**src/rtl/fetch_unit.sv**
```systemverilog
// Instruction fetch stage with IF/ID pipeline register and a small control FSM.
//
// Ports:
//   clk           - single clock, all state updates on the rising edge
//   reset         - synchronous active-high reset
//   instr_in      - instruction word from instruction memory, addressed by pc_out
//   branch_taken  - Branch AND Zero from decode/ALU, qualifies branch_target
//   branch_target - branch destination address
//   jump          - jump control for the instruction held in IF/ID
//   jump_target   - jump destination address
//   stall         - hold request from downstream
//   halt_req      - stop fetching until reset
//   pc_out        - current fetch address
//   if_id_instr   - registered fetched instruction
//   if_id_pc4     - registered fetch address + 4
//   if_id_valid   - IF/ID holds a live instruction
//   misalign_err  - sticky flag, redirect target was not word-aligned
//   state         - FSM state: 0 IDLE, 1 RUN, 2 STALLED, 3 HALTED
module fetch_unit #(
  parameter logic [31:0] RESET_PC = 32'h00000000
) (
  input  logic        clk,
  input  logic        reset,
  input  logic [31:0] instr_in,
  input  logic        branch_taken,
  input  logic [31:0] branch_target,
  input  logic        jump,
  input  logic [31:0] jump_target,
  input  logic        stall,
  input  logic        halt_req,
  output logic [31:0] pc_out,
  output logic [31:0] if_id_instr,
  output logic [31:0] if_id_pc4,
  output logic        if_id_valid,
  output logic        misalign_err,
  output logic [1:0]  state
);

  typedef enum logic [1:0] {
    StIdle    = 2'd0,
    StRun     = 2'd1,
    StStalled = 2'd2,
    StHalted  = 2'd3
  } stateT;

  stateT       stateReg, stateNext;
  logic [31:0] pcReg, pcNext;
  logic [31:0] instrReg, instrNext;
  logic [31:0] pc4Reg, pc4Next;
  logic        validReg, validNext;
  logic        errReg, errNext;

  logic        redirect;
  logic [31:0] target;
  logic        misaligned;
  logic [31:0] pcPlus4;

  // A redirect only counts when the instruction that requested it is live.
  assign redirect   = (jump | branch_taken) & validReg;
  assign target     = jump ? jump_target : branch_target;
  assign misaligned = (target[1:0] != 2'b00);
  assign pcPlus4    = pcReg + 32'd4;  // wraps modulo 2^32

  always_comb begin
    stateNext = stateReg;
    pcNext    = pcReg;
    instrNext = instrReg;
    pc4Next   = pc4Reg;
    validNext = validReg;
    errNext   = errReg;

    unique case (stateReg)
      StIdle: begin
        if (halt_req) begin
          stateNext = StHalted;
          validNext = 1'b0;
        end else begin
          stateNext = StRun;
        end
      end

      StRun, StStalled: begin
        if (halt_req) begin
          stateNext = StHalted;
          validNext = 1'b0;
        end else if (redirect) begin
          // Squash the wrong-path fetch currently entering IF/ID.
          validNext = 1'b0;
          if (misaligned) begin
            errNext   = 1'b1;
            stateNext = StHalted;
          end else begin
            pcNext    = target;
            stateNext = StRun;
          end
        end else if (stall) begin
          stateNext = StStalled;
        end else if (stateReg == StRun) begin
          instrNext = instr_in;
          pc4Next   = pcPlus4;
          validNext = 1'b1;
          pcNext    = pcPlus4;
        end else begin
          // Leaving STALLED: fetch resumes from the held PC next cycle.
          stateNext = StRun;
        end
      end

      StHalted: begin
        // Only reset leaves this state.
      end

      default: stateNext = StIdle;
    endcase
  end

  always_ff @(posedge clk) begin
    if (reset) begin
      stateReg <= StIdle;
      pcReg    <= RESET_PC;
      instrReg <= 32'h0;
      pc4Reg   <= 32'h0;
      validReg <= 1'b0;
      errReg   <= 1'b0;
    end else begin
      stateReg <= stateNext;
      pcReg    <= pcNext;
      instrReg <= instrNext;
      pc4Reg   <= pc4Next;
      validReg <= validNext;
      errReg   <= errNext;
    end
  end

  assign pc_out       = pcReg;
  assign if_id_instr  = instrReg;
  assign if_id_pc4    = pc4Reg;
  assign if_id_valid  = validReg;
  assign misalign_err = errReg;
  assign state        = stateReg;

endmodule
```
**config.mk**
```make
export PLATFORM = sky130hd
export DESIGN_NAME = fetch_unit
export DESIGN_NICKNAME = d
export VERILOG_FILES = /design/src/rtl/fetch_unit.sv
export SDC_FILE = /design/constraint.sdc
export NUM_CORES = 1
export LEC_CHECK = 0
export BUFFER_PORTS_ARGS = -buffer_cell sky130_fd_sc_hd__buf_2
export CAP_MARGIN = 20
export CORE_MARGIN = 1.5
export CORE_UTILIZATION = 35
export DETAILED_ROUTE_END_ITERATION = 7
export PLACE_DENSITY = 0.65
export SLEW_MARGIN = 10
export SYNTH_ARGS = -nofsm -noshare
export SYNTH_HDL_FRONTEND = slang
export SYNTH_SLANG_ARGS = --single-unit
```
**constraint.sdc**
```tcl
create_clock -name clk -period 6.1 [get_ports clk]
set_clock_uncertainty 0.2 [all_clocks]
set_input_delay 0.61 -clock clk [delete_from_list [all_inputs] [get_ports clk]]
set_output_delay 0.61 -clock clk [all_outputs]
set_load 0.02 [all_outputs]
```
**Word-level counts from Yosys, hierarchy flattened**

Index checks and enable logic that the tools add are counted.

- Input bits: 102
- Flip-flop bits (word level): 100
- Output and inout bits: 100
- Word-level logic and storage cells: 48

- Reduce and logical (&&, ||, !) cells: 10
- Bitwise logic cells: 5
- Add/subtract/negate cells: 1
- Multiplexer cells: 18
- Eq/ne operators: 8

Operators with widths:

| operator | count |
|---|---|
| $mux W32 | 5 |
| $add A32 B3 Y32 const B | 1 |
| $mux W2 | 6 |
| $reduce_and A5 Y1 | 2 |
| $ne A4 B4 Y1 const B | 2 |
| $reduce_and A4 Y1 | 2 |
| $reduce_bool A2 Y1 | 3 |
| $mux W1 | 5 |
| $ne A5 B5 Y1 const B | 1 |
| $ne A2 B2 Y1 const B | 2 |
| $pmux W2 S2 | 1 |
| $not A1 Y1 | 3 |
| $eq A2 B1 Y1 const B | 1 |
| $eq A2 B2 Y1 const B | 1 |
| $logic_not A2 Y1 | 1 |
| $ne A2 B1 Y1 const B | 1 |
| $pmux W1 S2 | 1 |
| $reduce_and A2 Y1 | 1 |
| $reduce_or A2 Y1 | 1 |
| $and A1 B1 Y1 | 1 |
| $or A1 B1 Y1 | 1 |

**Logic depth before layout (Yosys ltp)**

Gate-level depths: netlist of run 1.

- Depth in word-level cells: 6
- Depth in mapped cells: 9
- Depth with buffers taken out: 7

**Least setup slack after synthesis of run 1**

No wires, ideal clock.

- Path type: reg2reg
- Start point: register stateReg[0], in the netlist state[0]
- End point: register pcReg[17], in the netlist pc_out[17]
- Buffers on the path: 2
- Arrival time: 2.104 ns
- Slack: 3.664 ns
- Stages on the path, launching flop included: 10
- Library setup time: 0.132 ns
- Cells stage by stage: dfxtp_1 > inv_1 > ha_1 > nor2b_1 > clkbuf_1 > o21ai_0 > or2_2 > buf_2 > o21ai_0 > a21oi_1

- Word-level cells in the longest chain between the ends: 3
- Elaborated cells between the ends (all ways): 5

RTL lines:

| item | line | source |
|---|---|---|
| start, declared | 46 | `stateT stateReg, stateNext;` |
| start signal, assigned | 119 | `stateReg <= StIdle;` |
| start signal, assigned | 126 | `stateReg <= stateNext;` |
| $eq A2 B1 Y1 / $eq A2 B2 Y1 (equally long branches) | 72, 98 |  |
| $reduce_bool A2 Y1 (no line) / $reduce_or A2 Y1 (equally long branches) | -- |  |
| $reduce_and A5 Y1 (no line) * | -- |  |
| end signal, assigned | 127 | `pcReg <= pcNext;` |
| end, declared | 47 | `logic [31:0] pcReg, pcNext;` |

Mark *: on every way between the ends. The rest lies on a longest branch, timed or not.
A chain may end at the register's enable or synchronous reset.

**Worst setup path after layout of run 1**

- Start point: input port jump
- End point: register pcReg[25], in the netlist pc_out[25]

- Word-level cells in the longest chain between the ends: 4
- Elaborated cells between the ends (all ways): 10

RTL lines:

| item | line | source |
|---|---|---|
| start, declared | 27 | `input logic jump,` |
| $or A1 B1 Y1 / $mux W32 (equally long branches) | 59, 60 |  |
| $and A1 B1 Y1 / $reduce_bool A2 Y1 (equally long branches) | 59, 61 |  |
| $ne A2 B2 Y1 (no line) (tied with other cells) | -- |  |
| $reduce_and A5 Y1 (no line) | -- |  |

Several ways; a longest one is shown, not always the timed one. The select of a mux whose other input is x is not followed.

==> impl_metrics.csv, run 1 <==
group,metric,value,unit
sta,fmax,290,MHz
synth,synth_fp_nets,740,
layout,layout.nets,905,
sta,fin_ws,2.66,ns
synth,synthAdderAreaFrac,1.25,%
route,drtIter0Drc,258,
placement,gp_congestion,0.800,
clock_tree,htreeDepth,3,
setup_path,critPathMaxFanout,38,
route,ant_nets,0,
clock_tree,post_cts_buffers,0,
setup_path,cpMostUsedCell,"o21ai_0",
sta,finalSetupTns,0,ns
clock_tree,cts_tree,"yes",
route,wl_met3,1130,um
synth,ys.warnings.count,0,
layout,fin_cells,983,
sta,relSlewSlack,32.5,%
route,wl_per_cell,15.5,um
sta,finalMaxSlewViolations,0,
pwr,static-leakage-power,2.66,nW
min_path,hold_class,"reg2reg",
clock_tree,cts_buffer_depth,2,
floorplanning,rows,43,
pwr,power_density,284,nW/um^2
route,met2_length,6870,um
route,drtPass1Iterations,5,
setup_path,critical_path.cell_chain,"buf_2, o21a_1, buf_4, o21ai_0, nor2_2, o21ai_0, a221oi_1",
sta,rsz0062_at_grt,"no",
floorplanning,die_area,15100,sq um
route,top_layer_used,"met4",
synth,synth_xor_area_share,3.66,%
route,met1Wirelength,6960,um
global_routing,grt_max_degree,55,
clock_tree,cts.sinks,100,
layout,final_cell_mix,"buf_2 (200), nand2_1 (111), dfxtp_1 (100)",
route,wl,15300,um
synth,synth_compound_area_share,20.5,%
clock_tree,clock_latency,0.35,ns
clock_tree,cts_buffers,9,
setup_path,timing.critical_path.to_type,"flop",
clock_tree,hold_buffers,0,
placement,place_hpwl,10700,um
sta,finalCritPeriodShare,56.5,%
pwr,power_frac_seq,41.2,%
layout,drive_above_1_share,29.9,%
synth,synth_top_family_by_area,"simple AND/OR/NAND/NOR gates",
floorplanning,start_util,36.0,%
floorplanning,dieWidth,123,um
setup_path,crit_required,6.15,ns
clock_tree,cts_repair_resize_count,0,
setup_path,critPathTopFamily,"buffers and inverters",
sta,fin_crit,3.45,ns
synth,async_flop_share,0,%
layout,synthToLayoutAreaGrowth,26.9,%
synth,synth.area.top_cells,"dfxtp_1 (40%), nand2_1 (8.3%), a21oi_1 (7.0%)",
synth,synth_top_area_share,39.9,%
setup_path,path_class,"in2reg",
synth,synthFlopType,"dfxtp_1",
flow_run,maxCapViolCount,0,
route,vias,5064,
placement,numPlacedInstances,967,
synth,syn_area,5020,sq um
global_routing,grt_pass1_wl,23800,um
pwr,p_int,1.21,mW
synth,avgSynthCellArea,7.93,sq um
pwr,p_sw_share,33.0,%
clock_tree,cts-root-buf,"clkbuf_16",
synth,synth_cell_types,52,
sta,holdWs,0.250,ns
floorplanning,core_region_area,13900,sq um
synth,syn_inst,633,
layout,antenna_cells,0,
synth,seq_area_frac_synth,39.9,%
placement,io_buffers,201,
synth,synth_area_leader_cell,"dfxtp_1",
synth,ys_seq_elements,100,
floorplanning,pin_count,202,
pwr,comb_power_share,26.1,%
global_routing,gr-total-overflow,0,
setup_path,worst-path-buf-inv,2,
global_routing,grtUsageTotal,20.1,%
setup_path,cp_slowest_stage_delay,0.79,ns
clock_tree,cts.clk_slew.worst_paths,0.07,ns
route,drc_errors,0,
placement,pre_cts_slack,2.31,ns
floorplanning,die_y,123,um
synth,synth-edff-count,0,
outcome,status,"finished, final reports clean",
synth,muxShareOfSynthArea,5.96,%
pwr,peakVddDrop,162,uV
pwr,pwr-share-clk,32.6,%
synth,synth-simple-area-share,23.1,%
global_routing,grt_pass1_vias,4511,
route,via_per_inst,5.15,
sta,hold_viol_final,0,
global_routing,antenna_found_initial,0,
setup_path,slowest_stage,"nor2_2",
sta,final-setup-viol-count,0,
pwr,p_sw,0.597,mW
sta,worst_slew_pin_slew,1.01,ns
layout,final_util,45.7,%
setup_path,cp-start-kind,"input pin",
layout,layout_commonest_cell,"buf_2",
setup_path,worst_ep_arrival_time,3.49,ns
## power by group through the flow
stage,combinational [mW],sequential (mW),clock [mW]
finish,0.473,0.745,0.590
CTS,0.477,0.746,0.605
global route,0.524,0.754,0.631
floorplan,0.257,0.819,0
global placement,0.472,0.758,0
detailed placement,0.474,0.761,0
## Yosys cell counts, drive strengths merged (11+ instances only)
cell    instances
nor2           51
o21ai          26
a21oi          70
xnor2          15
clkbuf         26
inv            11
nand2         112
buf            27
nor3           23
a211oi         25
mux2i          22
dfxtp         100
nand3          11
## state kept, by name (all words and copies together), names as in the netlist
name          flops
pc_out           32
if_id_instr      32
if_id_pc4        32
if_id_valid       1
state             2
misalign_err      1
## kinds of logic (layout without fill, tap and decap cells)
logic type,count (synthesis),count (layout)
compound gates,165,165
xor+xnor,21,21
fa+ha+maj,5,5
buf+inv,64,234
flops,100,100
mux,29,29
simple gates,249,249
## tightest hold or removal path, stage by stage, from the launching register on
cell and delay [ns]:
dfxtp_1 0.31, nand2_1 0.05, a21oi_1 0.05
## through the flow
stage / total power, mW / area, sq um
finish: 1.81 / 6370
global route: 1.91 / 6370
CTS: 1.83 / 6370
detailed placement: 1.24 / 6070
global placement: 1.23 / 6070
floorplan: 1.08 / 5020
## metal layers
metal,vias up,global-route usage (%)
li1,2571,-
met1,2311,27.3
met2,160,30.5
met3,22,5.81
met4,0,6.69
met5,-,0
## final timing paths
check	cells after the start	to	slack (ns)	start
worst max register to register	7	pc_out[25]$_SDFFE_PP0P_	2.89	state[0]$_SDFFE_PP0P_
worst min register to register	2	if_id_instr[23]$_SDFFE_PP0P_	0.25	if_id_instr[23]$_SDFFE_PP0P_
worst min-delay path	2	if_id_instr[23]$_SDFFE_PP0P_	0.25	if_id_instr[23]$_SDFFE_PP0P_
worst max-delay path	7	pc_out[25]$_SDFFE_PP0P_	2.66	jump
## area by class of cell
cell class                 count  area [sq um]
fill                        1488          7560
multi-input combinational    469          2750
sequential                   100          2000
timing repair buffer         207          1050
clock buffer                  12           256
tap                          180           225
clock inverter                 4          47.5
inverter                      11          41.3
No activity file was read; power rests on OpenSTA's default activity.
==> inputs of run 2 (changes only) <==
- ABC_AREA: unset -> 1
- PLACE_DENSITY: 0.65 -> 0.67
- clock period: 6.1 -> 3.1 ns (I/O delays scaled with it)
==> run 2 against run 1 <==
Against the previous run:
- synthesized cell count is 36% higher
- total power is 130% higher
- setup slack worse by 2.0 ns
- largest power group unchanged
- sequential power is 110% higher
- synthesized area is 5.8% higher
- die area is 5.6% higher
- critical path type is now reg2reg
- non-clock buffer count is 39 higher
==> impl_metrics.csv, run 2 <==
group,metric,value,unit
outcome,status,"finished, final reports clean",
synth,synth_top_family_by_area,"simple AND/OR/NAND/NOR gates",
placement,io_buffers,201,
synth,avgSynthCellArea,6.17,sq um
synth,synthAdderAreaFrac,1.18,%
synth,syn_area,5310,sq um
synth,synthFlopType,"dfxtp_1",
global_routing,grtUsageTotal,21.7,%
clock_tree,cts_tree,"yes",
route,wl_per_cell,13.5,um
layout,layout.nets,1181,
sta,worst_slew_pin_slew,0.578,ns
route,vias,5954,
setup_path,path_class,"reg2reg",
global_routing,grt_pass1_wl,27500,um
setup_path,slowest_stage,"inv_1",
synth,ys.warnings.count,0,
setup_path,crit_required,3.16,ns
layout,synthToLayoutAreaGrowth,33.8,%
setup_path,r2r_start,"state[0]$_SDFFE_PP0P_",
min_path,hold_depth,5,
clock_tree,cts.sinks,100,
layout,nFillCells,1539,
placement,place_hpwl,12300,um
synth,synth-edff-count,0,
sta,fmax,409,MHz
synth,syn_inst,861,
clock_tree,cts_buffer_depth,2,
synth,synth_area_leader_cell,"dfxtp_1",
synth,muxShareOfSynthArea,0.377,%
route,drc_errors,0,
sta,finalMaxSlewViolations,0,
setup_path,timing.rr.end,"pc_out[7]$_SDFFE_PP0P_",
pwr,power_density,589,nW/um^2
synth,synth_fp_nets,968,
global_routing,antenna_found_initial,0,
min_path,hold_class,"in2reg",
sta,fin_crit,2.45,ns
clock_tree,cts-root-buf,"clkbuf_16",
synth,synth-simple-area-share,36.0,%
setup_path,cpMostUsedCell,"inv_1",
min_path,min_to,"pc_out[15]$_SDFFE_PP0P_",
setup_path,critPathMaxFanout,13,
synth,synth_xor_area_share,1.15,%
setup_path,worst_r2r_path_depth,8,
floorplanning,die_y,126,um
floorplanning,dieWidth,126,um
layout,layout_commonest_cell,"nand2_1",
sta,rsz0062_at_grt,"no",
floorplanning,rows,44,
synth,async_flop_share,0,%
route,drtPass1Iterations,7,
sta,finalSetupTns,0,ns
route,ant_nets,0,
sta,relSlewSlack,61.4,%
route,wl,17000,um
clock_tree,clock_latency,0.36,ns
clock_tree,cts_buffers,9,
clock_tree,post_cts_buffers,0,
clock_tree,cts.clk_slew.worst_paths,0.08,ns
placement,gp_congestion,0.857,
sta,final-setup-viol-count,0,
global_routing,grt_pass1_vias,5499,
layout,drive_above_1_share,22.2,%
global_routing,gr-total-overflow,0,
synth,synth_compound_area_share,13.9,%
floorplanning,start_util,36.1,%
clock_tree,htreeDepth,3,
sta,hold_viol_final,0,
flow_run,maxCapViolCount,0,
pwr,static-leakage-power,3.71,nW
setup_path,worst_ep_arrival_time,2.51,ns
setup_path,r2r_slack,0.65,ns
synth,synth_cell_types,30,
synth,synth_top_area_share,37.7,%
global_routing,grt_max_degree,54,
min_path,hp-start,"branch_target[15]",
setup_path,cp_slowest_stage_delay,0.45,ns
floorplanning,core_region_area,14700,sq um
pwr,peakVddDrop,295,uV
synth,seq_area_frac_synth,37.7,%
synth,synth.top_cells.by_count,"nand2_1 (355), dfxtp_1 (100), nor2_1 (85)",
pwr,power,4.18,mW
synth,ys_seq_elements,100,
setup_path,critical_path.cell_chain,"inv_1, ha_1, inv_1, nor2_2, nand4_2, inv_1, nand3_1, and2_1",
floorplanning,die_area,15900,sq um
synth,synth.area.top_cells,"dfxtp_1 (38%), nand2_1 (25%), a21oi_1 (6.7%)",
synth,synthMostInstantiatedCell,"nand2_1",
route,via_per_inst,4.71,
floorplanning,pin_count,202,
setup_path,timing.critical_path.to_type,"flop",
layout,antenna_cells,0,
layout,final_cell_mix,"nand2_1 (355), buf_2 (201), dfxtp_1 (100)",
setup_path,cp-start-kind,"flop",
route,drtIter0Drc,372,
sta,finalCritPeriodShare,78.9,%
[run 2: cell count changes in the layout (fill, tap and decap cells not counted), sizes merged, moves of 10 or more]
cell,previous run,this run
a211oi,25,0
dlygate4sd3,0,32
inv,11,87
mux2i,22,2
nand2,112,356
nand3,11,31
nor2,51,86
nor3,23,1
nor4,10,0
o21ai,26,38
o21bai,0,11
xnor2,15,1
[run 2: per-layer routing]
| metal | part of all wire, % | vias to the layer above | global-route usage (%) |
|---|---|---|---|
| li1 | - | 3096 | - |
| met1 | 45 | 2660 | 27.6 |
| met2 | 48 | 168 | 36.6 |
| met3 | 4.7 | 30 | 3.82 |
| met4 | 2.7 | 0 | 8.18 |
| met5 | 0 | - | 0 |
[run 2: through the flow]
step	cell area [sq um]	setup WS [ns]	hold slack [ns]	utilization (%)	cells
6_report	7110	0.653	0.102	48.3	1263
5_1_grt	7110	0.384	0.122	48.3	1263
4_1_cts	7110	0.677	0.0965	48.3	1263
3_5_place_dp	6450	0.563	0.248	43.9	1215
3_3_place_gp	6450	0.638	0.245	43.9	1215
2_1_floorplan	5310	0.990	0.233	-	861
[run 2: where the power goes]
group / switching (mW) / total (mW) / internal, mW
logic: 0.885 / 1.35 / 0.465
registers: 0.151 / 1.59 / 1.44
clock network: 0.584 / 1.24 / 0.661
[run 2: critical path, delay by kind of cell, from the launching register on]
family                     cells  cell delay, ns
DFF                            1            0.39
buffers and inverters          3            0.62
and+or+nand+nor                4            0.82
adders and majority gates      1            0.32
[run 2: logic make-up (layout without fill, tap and decap cells)]
| family | count (synthesis) | count (layout) |
|---|---|---|
| flops | 100 | 100 |
| buf+inv | 128 | 346 |
| fa+ha+maj | 5 | 5 |
| xor+xnor | 7 | 7 |
| simple gates | 486 | 486 |
| compound gates | 133 | 133 |
| mux | 2 | 2 |
[run 2: area by class of cell]
class                   instances  area (sq um)  share of cell area [%]
clock buffers                   9           225                    3.17
clock inverters                 7           105                    1.48
repair buffers                246          1440                    20.2
flip-flops and latches        100          2000                    28.2
inverters                      84           315                    4.44
multi-input cells             633          2790                    39.3
well taps                     184           230                    3.24
[run 2: worst max-delay path by stage]
| stage | startpoint | endpoint | slack, ns | cells after the start |
|---|---|---|---|---|
| 4_1_cts | state[0]$_SDFFE_PP0P_ | pc_out[7]$_SDFFE_PP0P_ | 0.68 | 8 |
| 3_5_place_dp | jump | pc_out[7]$_SDFFE_PP0P_ | 0.56 | 10 |
| 3_3_place_gp | jump | pc_out[10]$_SDFFE_PP0P_ | 0.64 | 10 |
| 6_report | state[0]$_SDFFE_PP0P_ | pc_out[7]$_SDFFE_PP0P_ | 0.65 | 8 |
| 2_1_floorplan | state[0]$_SDFFE_PP0P_ | if_id_instr[24]$_SDFFE_PP0P_ | 0.99 | 10 |
| 5_1_grt | state[0]$_SDFFE_PP0P_ | pc_out[9]$_SDFFE_PP0P_ | 0.38 | 8 |
[run 2: what timing repair did]
item / in CTS / in global routing
hold buffers: 32 / 0
hold endpoints to repair: 32 / 0
endpoints found under the setup margin: 0 / 0
gates resized for setup: 0 / 0
==> inputs of run 3 (changes only) <==
- clock period: 3.1 -> 2.09 ns (I/O delays scaled with it)
==> run 3 against run 2 <==
Against the previous run:
- clock-buffer cell count unchanged
- maximum frequency up 22%
- combinational power up 67%
- flip-flop and latch count unchanged
- largest cell class unchanged
- highest routed layer unchanged
- register-to-register slack worse by 0.56 ns
- via count up 2.9%
- largest power group unchanged
- total power up 52%
==> impl_metrics.csv, run 3 (synthesis results as in run 2) <==
group,metric,value,unit
setup_path,worst_ep_arrival_time,2.02,ns
route,ant_nets,0,
floorplanning,start_util,36.1,%
pwr,static-leakage-power,3.84,nW
pwr,power_density,856,nW/um^2
sta,fmax,500,MHz
global_routing,grt_max_degree,57,
setup_path,worst_r2r_path_depth,9,
sta,fin_crit,2.00,ns
global_routing,grt_pass1_wl,28500,um
clock_tree,clock_latency,0.36,ns
floorplanning,die_area,15900,sq um
pwr,power,6.36,mW
setup_path,path_class,"reg2reg",
route,drc_errors,0,
min_path,hold_depth,5,
layout,synthToLayoutAreaGrowth,40.0,%
layout,multi_input_area,2850,sq um
pwr,peakVddDrop,448,uV
sta,fin_ws,0.0919,ns
layout,fin_cells,1284,
floorplanning,pin_count,202,
placement,place_area,6580,sq um
sta,finalMaxSlewViolations,0,
layout,final_cell_mix,"nand2_1 (354), buf_2 (201), dfxtp_1 (97)",
sta,finalSetupTns,0,ns
setup_path,cp-start-kind,"flop",
placement,io_buffers,201,
placement,numPlacedInstances,1226,
floorplanning,die_y,126,um
sta,final-setup-viol-count,0,
clock_tree,htreeDepth,3,
setup_path,crit_required,2.11,ns
setup_path,timing.critical_path.to_type,"flop",
route,drtIter0Drc,371,
global_routing,gr-total-overflow,0,
global_routing,antenna_found_initial,1,
clock_tree,cts-root-buf,"clkbuf_16",
min_path,min_to,"pc_out[16]$_SDFFE_PP0P_",
floorplanning,dieWidth,126,um
route,wl,18100,um
route,drtPass1Iterations,7,
layout,drive_above_1_share,24.6,%
layout,layout.nets,1201,
layout,layout_commonest_cell,"nand2_1",
placement,pre_cts_slack,0.00556,ns
floorplanning,core_region_area,14700,sq um
sta,worst_slew_pin_slew,0.496,ns
sta,finalCritPeriodShare,95.6,%
setup_path,r2r_slack,0.09,ns
route,wl_per_cell,14.1,um
global_routing,grtUsageTotal,22.3,%
setup_path,r2r_start,"state[0]$_SDFFE_PP0P_",
sta,hold_viol_final,0,
layout,fin_area,7430,sq um
route,vias,6129,
floorplanning,rows,44,
flow_run,maxCapViolCount,0,
clock_tree,cts.sinks,100,
sta,relSlewSlack,66.9,%
outcome,status,"finished, final reports clean",
placement,gp_congestion,0.876,
clock_tree,cts_buffer_depth,2,
clock_tree,cts_tree,"yes",
min_path,hold_class,"in2reg",
sta,rsz0062_at_grt,"no",
min_path,hp-start,"branch_target[16]",
clock_tree,cts.clk_slew.worst_paths,0.08,ns
setup_path,critPathMaxFanout,26,
layout,regArea,2010,sq um
setup_path,timing.rr.end,"if_id_instr[26]$_SDFFE_PP0P_",
clock_tree,cts_buffers,9,
global_routing,grt_pass1_vias,5711,
placement,place_hpwl,12500,um
layout,nFillCells,1474,
route,via_per_inst,4.77,
==> run 3: cell count changes in the layout (fill, tap and decap cells not counted), sizes merged <==
cell | before | now
bufinv | 1 | 0
buf | 214 | 228
dlygate4sd3 | 32 | 34
clkinv | 3 | 6
diode | 0 | 1
clkbuf | 9 | 13
inv | 87 | 84
clkinvlp | 0 | 1
==> run 3: worst max-delay path, stage by stage, from the launching register on <==
cell	delay, ns
dfxtp_2	0.33
inv_1	0.09
ha_4	0.28
inv_1	0.07
nor2_4	0.20
nand3_4	0.14
buf_4	0.20
clkbuf_16	0.19
nand2_1	0.08
a21oi_1	0.06
==> run 3: how the worst max path moves through the flow <==
stage | end | start | depth (start not counted) | slack, ns
after global routing | if_id_instr[26]$_SDFFE_PP0P_ | state[0]$_SDFFE_PP0P_ | 9 | 0.002
after detailed placement | state[1]$_SDFFE_PP0P_ | state[0]$_SDFFE_PP0P_ | 10 | 0.006
after CTS | pc_out[18]$_SDFFE_PP0P_ | pc_out[2]$_SDFFE_PP0P_ | 9 | 0.02
after global placement | pc_out[18]$_SDFFE_PP0P_ | pc_out[2]$_SDFFE_PP0P_ | 9 | 0.03
after floorplan | if_id_instr[24]$_SDFFE_PP0P_ | state[0]$_SDFFE_PP0P_ | 10 | 0.09
final | if_id_instr[26]$_SDFFE_PP0P_ | state[0]$_SDFFE_PP0P_ | 9 | 0.09
==> run 3: area by class of cell <==
type                            count  area share, %
Antenna cell                        1         0.0337
Clock buffer                        9           3.03
Clock inverter                      7           1.26
Inverter                           84           4.36
Multi-Input combinational cell    633           38.3
Sequential cell                   100           27.0
Tap cell                          184           3.10
Timing Repair Buffer              266           22.9
==> run 3: repair_timing <==
item | 4_1_cts | 5_1_grt
resized for setup | 1 | 17
buffers inserted | 0 | 3
pin swaps | 0 | 2
hold endpoints to repair | 34 | 0
gates cloned | 0 | 4
endpoints found under the setup margin | 1 | 54
hold buffers | 34 | 0
==> run 3: through the flow <==
| step | utilization (%) | hold slack [ns] |
|---|---|---|
| after floorplan | - | 0.153 |
| after global placement | 44.7 | 0.241 |
| after detailed placement | 44.7 | 0.245 |
| after CTS | 49.3 | 0.0256 |
| after global routing | 50.6 | 0.0509 |
| final | 50.6 | 0.0167 |
==> run 3: per-layer routing <==
layer | wire length [um] | global-route usage, %
met1 | 7970 | 27.6
met2 | 8600 | 38.8
met3 | 1050 | 4.46
met4 | 520 | 7.78
met5 | 0 | 0
==> run 3: where the power goes <==
part / leakage [nW] / switching [mW] / total [mW] / internal (mW)
clock network: 0.153 / 0.887 / 1.75 / 0.865
registers: 0.810 / 0.218 / 2.36 / 2.14
logic: 2.88 / 1.42 / 2.26 / 0.835
